File: src/rtl/exc_flush_sequencer.sv
// exc_flush_sequencer: sequences flush, CP0 update, fetch redirect and drain after an exception or ERET
// Ports: clk, rst (async, active-high); exc_req/exc_type/exc_inst_pc/exc_in_delayslot/eret_target
// from MEM; fetch_ready from IF; flush_o/stall_o to pipeline regs; redirect_valid/redirect_pc to IF;
// cp0_exc_we/cp0_epc_wdata/cp0_excode/cp0_bd/cp0_exl_clr to CP0; busy high outside IDLE.
// Optional: define EXC_STATS_EN to add a saturating exc_count[15:0] of non-ERET exceptions.
module exc_flush_sequencer #(
    parameter int unsigned DRAIN_CYCLES = 2,
    parameter logic [31:0] EXC_VECTOR   = 32'hBFC00380
) (
    input  logic        clk,
    input  logic        rst,
    input  logic        exc_req,
    input  logic [4:0]  exc_type,
    input  logic [31:0] exc_inst_pc,
    input  logic        exc_in_delayslot,
    input  logic [31:0] eret_target,
    input  logic        fetch_ready,
    output logic        flush_o,
    output logic        stall_o,
    output logic        redirect_valid,
    output logic [31:0] redirect_pc,
    output logic        cp0_exc_we,
    output logic [31:0] cp0_epc_wdata,
    output logic [4:0]  cp0_excode,
    output logic        cp0_bd,
    output logic        cp0_exl_clr,
`ifdef EXC_STATS_EN
    output logic [15:0] exc_count,
`endif
    output logic        busy
);
    typedef enum logic [1:0] {IDLE, FLUSH, REDIRECT, DRAIN} state_t;
    state_t      state;
    logic [31:0] tgt;
    logic [2:0]  cnt;
    logic        is_eret;
    logic        start;
    logic [4:0]  excode;
    logic [31:0] epc;
    assign is_eret = exc_type == 5'b00101;
    assign start   = state == IDLE && exc_req && exc_type != 5'b11111;
    // Types outside the listed set fall into the reserved class.
    always_comb begin
        excode = exc_type == 5'b00000 ? 5'h00 :
                 exc_type == 5'b00001 ? 5'h04 :
                 exc_type == 5'b00010 ? 5'h0C :
                 exc_type == 5'b00011 ? 5'h08 :
                 exc_type == 5'b00100 ? 5'h09 : 5'h0A;
        epc    = exc_in_delayslot ? exc_inst_pc - 32'd4 : exc_inst_pc;
    end
    // Outputs are computed one state ahead so every output is a flop.
    always_ff @(posedge clk or posedge rst) begin
        if (rst) begin
            state          <= IDLE;
            tgt            <= '0;
            cnt            <= '0;
            flush_o        <= 1'b0;
            stall_o        <= 1'b0;
            redirect_valid <= 1'b0;
            redirect_pc    <= '0;
            cp0_exc_we     <= 1'b0;
            cp0_epc_wdata  <= '0;
            cp0_excode     <= '0;
            cp0_bd         <= 1'b0;
            cp0_exl_clr    <= 1'b0;
            busy           <= 1'b0;
        end else begin
            case (state)
                IDLE: if (start) begin
                    state         <= FLUSH;
                    tgt           <= is_eret ? eret_target : EXC_VECTOR;
                    flush_o       <= 1'b1;
                    stall_o       <= 1'b1;
                    busy          <= 1'b1;
                    cp0_exc_we    <= !is_eret;
                    cp0_exl_clr   <= is_eret;
                    cp0_epc_wdata <= epc;
                    cp0_excode    <= excode;
                    cp0_bd        <= exc_in_delayslot;
                end
                FLUSH: begin
                    state          <= REDIRECT;
                    flush_o        <= 1'b0;
                    cp0_exc_we     <= 1'b0;
                    cp0_exl_clr    <= 1'b0;
                    redirect_valid <= 1'b1;
                    redirect_pc    <= tgt;
                end
                REDIRECT: if (fetch_ready) begin
                    state          <= DRAIN;
                    cnt            <= 3'(DRAIN_CYCLES);
                    redirect_valid <= 1'b0;
                    stall_o        <= 1'b0;
                    flush_o        <= 1'b1;
                end
                DRAIN: begin
                    cnt <= cnt - 3'd1;
                    if (cnt == 3'd1) begin
                        state   <= IDLE;
                        flush_o <= 1'b0;
                        busy    <= 1'b0;
                    end
                end
                default: state <= IDLE;
            endcase
        end
    end
`ifdef EXC_STATS_EN
    always_ff @(posedge clk or posedge rst) begin
        if (rst) exc_count <= '0;
        else if (start && !is_eret && exc_count != 16'hFFFF) exc_count <= exc_count + 16'd1;
    end
`endif
endmodule

File: config.mk
export PLATFORM = sky130hd
export DESIGN_NAME = exc_flush_sequencer
export DESIGN_NICKNAME = d
export VERILOG_FILES = /design/src/rtl/exc_flush_sequencer.sv
export SDC_FILE = /design/constraint.sdc
export NUM_CORES = 1
export LEC_CHECK = 0
export CAP_MARGIN = 20
export CELL_PAD_IN_SITES_DETAIL_PLACEMENT = 1
export CELL_PAD_IN_SITES_GLOBAL_PLACEMENT = 1
export CORE_MARGIN = 2
export CORE_UTILIZATION = 39
export DETAILED_ROUTE_END_ITERATION = 8
export HOLD_SLACK_MARGIN = 0.02
export PLACE_DENSITY = 0.9
export SLEW_MARGIN = 20
export SYNTH_ARGS = -nofsm -noshare
export SYNTH_HDL_FRONTEND = slang
export SYNTH_SLANG_ARGS = --single-unit
File: constraint.sdc
create_clock -name clk -period 6.99 [get_ports clk]
set_input_delay 1.398 -clock clk [delete_from_list [all_inputs] [get_ports clk]]
set_output_delay 1.398 -clock clk [all_outputs]
set_load 0.02 [all_outputs]
==> impl_metrics.ini <==
[cts]
post_cts_repair_setup_buffers = 0
clock-sinks = 112
tritoncts = yes
clkTransAtPathRegs_ns = 0.07
h-tree-depth = 3
root_buffer = clkbuf_16
cts_made_buffers = 9
largest_buffer_count_on_any_clock_path = 2
cts-resized-gates = 0
cts-hold-fix-buffers = 0
clk-insertion-delay-late_ns = 0.34

[sta]
skew_ns = 0.00453
final.hold.worst_slack_ns = 0.462
layout_worst_path_cycle_share = 0.516
clock.fmax_mhz = 277
timing_hold_violations_final = 0
report.final.setup_viol = 0
maxSlewViolCount = 0
tightest_slew_ns = 0.982
max-slew-margin-rel = 0.346
setup_tns_ns = 0
finalWorstPathRequiredPeriod_ns = 3.61
grt_setup_unrepaired = no
finalWorstSetupSlack_ns = 3.38

[synthesis]
synth.distinct_cells = 44
synth-seq-cells = 112
cell_count_after_synthesis = 491
syn-mean-instance-area_um2 = 10.2
synthesis.area_um2 = 5030
postSynthNetCount = 573
synth-warning-count = 0
portion_of_the_post_synthesis_area_used_by_sequential_elements = 0.557

[die]
core_area_um2 = 12600
floorplan.initialDensity = 0.399
die-width_um = 118
die-height_um = 118
placementRows = 41
pin_count = 150
die-area_um2 = 13800

[route]
dr.first_iter.drc_count = 197
wl_um = 14300
vias = 4087
wl_per_cell_um = 17.8
final_antenna_net_count = 0
first_pass_iters = 4
remaining_drc_errors = 0
viasPerCell = 5.10

[final_layout]
area_delta_synth_final_pct = 37.5
diodes = 0
mostFrequentLayoutCell = clkdlybuf4s50_1
design_area_um2 = 6920
nets = 707
post_route_cells_drive_above_1_share = 0.102
most-common-layout-cells = clkdlybuf4s50_1 (148), nand2_1 (117), dfrtp_1 (112)

[flow_run]
drv.max_cap_violation_count = 0

[worst_setup_path]
r2r-start = state[1]
crit_start = exc_in_delayslot
worst_setup_path_start_kind = input pin
path_class = in -> reg
timing.critical_path.arrival_ns = 3.79
worst-r2r-cell-count = 5
crit_required_ns = 7.17
cp_max_fo = 12
cp-end-kind = flip-flop

[grt]
grt_pass1_wl_um = 23800
largest_net_degree_at_the_start_of_global_routing = 98
grt_usage = 0.215
antenna_found_initial = 0
via_count_of_the_first_global_routing_pass = 4625
grt_overflow = 0

[worst_hold_path]
timing.hold.worst.start = tgt[27]
min_delay_path_depth = 2
min-delay-path-class = reg -> reg

[power]
vdd.ir_drop.worst_uv = 183
power.leakage_nw = 3.04
powerDensity_nw_per_um2 = 372

[place]
routabilityCongestion = 0.829
detailed_place_hpwl_um = 10200
pre_cts_ws_ns = 2.96
port_buffers = 148
placement.cell_area_um2 = 6650

[outcome]
outcome = finished clean
## synth_stat cells (all sizes together)
cell type,count,share of area
nand4,1,0.0012
and2,1,0.0012
and3,1,0.0012
o311ai,1,0.0017
buf,12,0.012
clkbuf,17,0.013
inv,10,0.0075
nor2,19,0.014
and4bb,1,0.0025
or3,9,0.011
nor2b,3,0.0037
nand3,25,0.025
nor4b,3,0.0065
o22ai,1,0.0012
a32oi,1,0.0017
mux2,35,0.078
xor2,5,0.0087
nand3b,1,0.0015
o21ai,48,0.048
nor3,8,0.0090
o41ai,1,0.0017
nand2,118,0.088
or2,1,0.0012
o21a,1,0.0015
o32a,1,0.0020
xnor2,23,0.040
o2bb2ai,1,0.0017
a31oi,4,0.0050
a21oi,3,0.0030
ha,8,0.020
nand2b,3,0.0037
o31ai,1,0.0015
nor4,7,0.018
conb,1,0.00075
dfrtp,112,0.56
or4,4,0.0067
## final cells by class
type | instances | area [um2]
Sequential cell | 112 | 2800
Timing Repair Buffer | 152 | 1510
Tap cell | 172 | 215
Clock buffer | 10 | 229
Clock inverter | 6 | 43.8
Fill cell | 1399 | 5700
Inverter | 10 | 40.0
Multi-Input combinational cell | 340 | 2080
## layer usage
layer / global-route usage / share of wire
met5: 0 / 0
met4: 0.0610 / 0.014
met3: 0.0547 / 0.060
met2: 0.386 / 0.51
met1: 0.254 / 0.42
## cells by family after synthesis
family                     Yosys count  synth area share
and+or+nand+nor                    205             0.194
DFF                                112             0.557
AOI/OAI and AO/OA                   63            0.0689
buffers and inverters               39            0.0318
muxes                               35            0.0783
xor gates and xnor gates            28            0.0487
adders and majority gates            8            0.0199
other                                1          0.000745
## where the power goes
part / total (mW) / switching (mW) / internal, mW
combinational: 1.10 / 0.597 / 0.503
sequential: 0.995 / 0.129 / 0.866
clock: 0.480 / 0.235 / 0.244
## worst max-delay path, stage by stage
cell and delay, ns:
clkdlybuf4s50_1 0.58, nor4b_2 0.44, nand3_1 0.58, nor4_1 0.54, xnor2_1 0.16, o21ai_0 0.08
## through the flow
stage | std cells | utilization | total power, mW
after floorplan | 491 | - | 1.58
after global placement | 786 | 0.527 | 2.05
after CTS | 802 | 0.548 | 2.61
after detailed placement | 786 | 0.527 | 2.11
final | 802 | 0.548 | 2.58
after global routing | 802 | 0.548 | 2.74
## sequential cells by signal (all words and copies together), names as in the netlist, 2 cells and up
name and cells:
cnt 3, redirect_pc 32, tgt 32, state 2, cp0_excode 4, cp0_epc_wdata 32
## worst paths after layout
kind / to / slack [ns]
worst min register to register: tgt[27] / 0.46
max in group asynchronous: cp0_epc_wdata[2] / 4.23
min in group asynchronous: cp0_epc_wdata[13] / 1.48
worst max register to register: cp0_epc_wdata[7] / 4.77
worst min-delay path: tgt[27] / 0.46
worst max-delay path: cp0_epc_wdata[21] / 3.38
(Power assumes the default switching activity.)
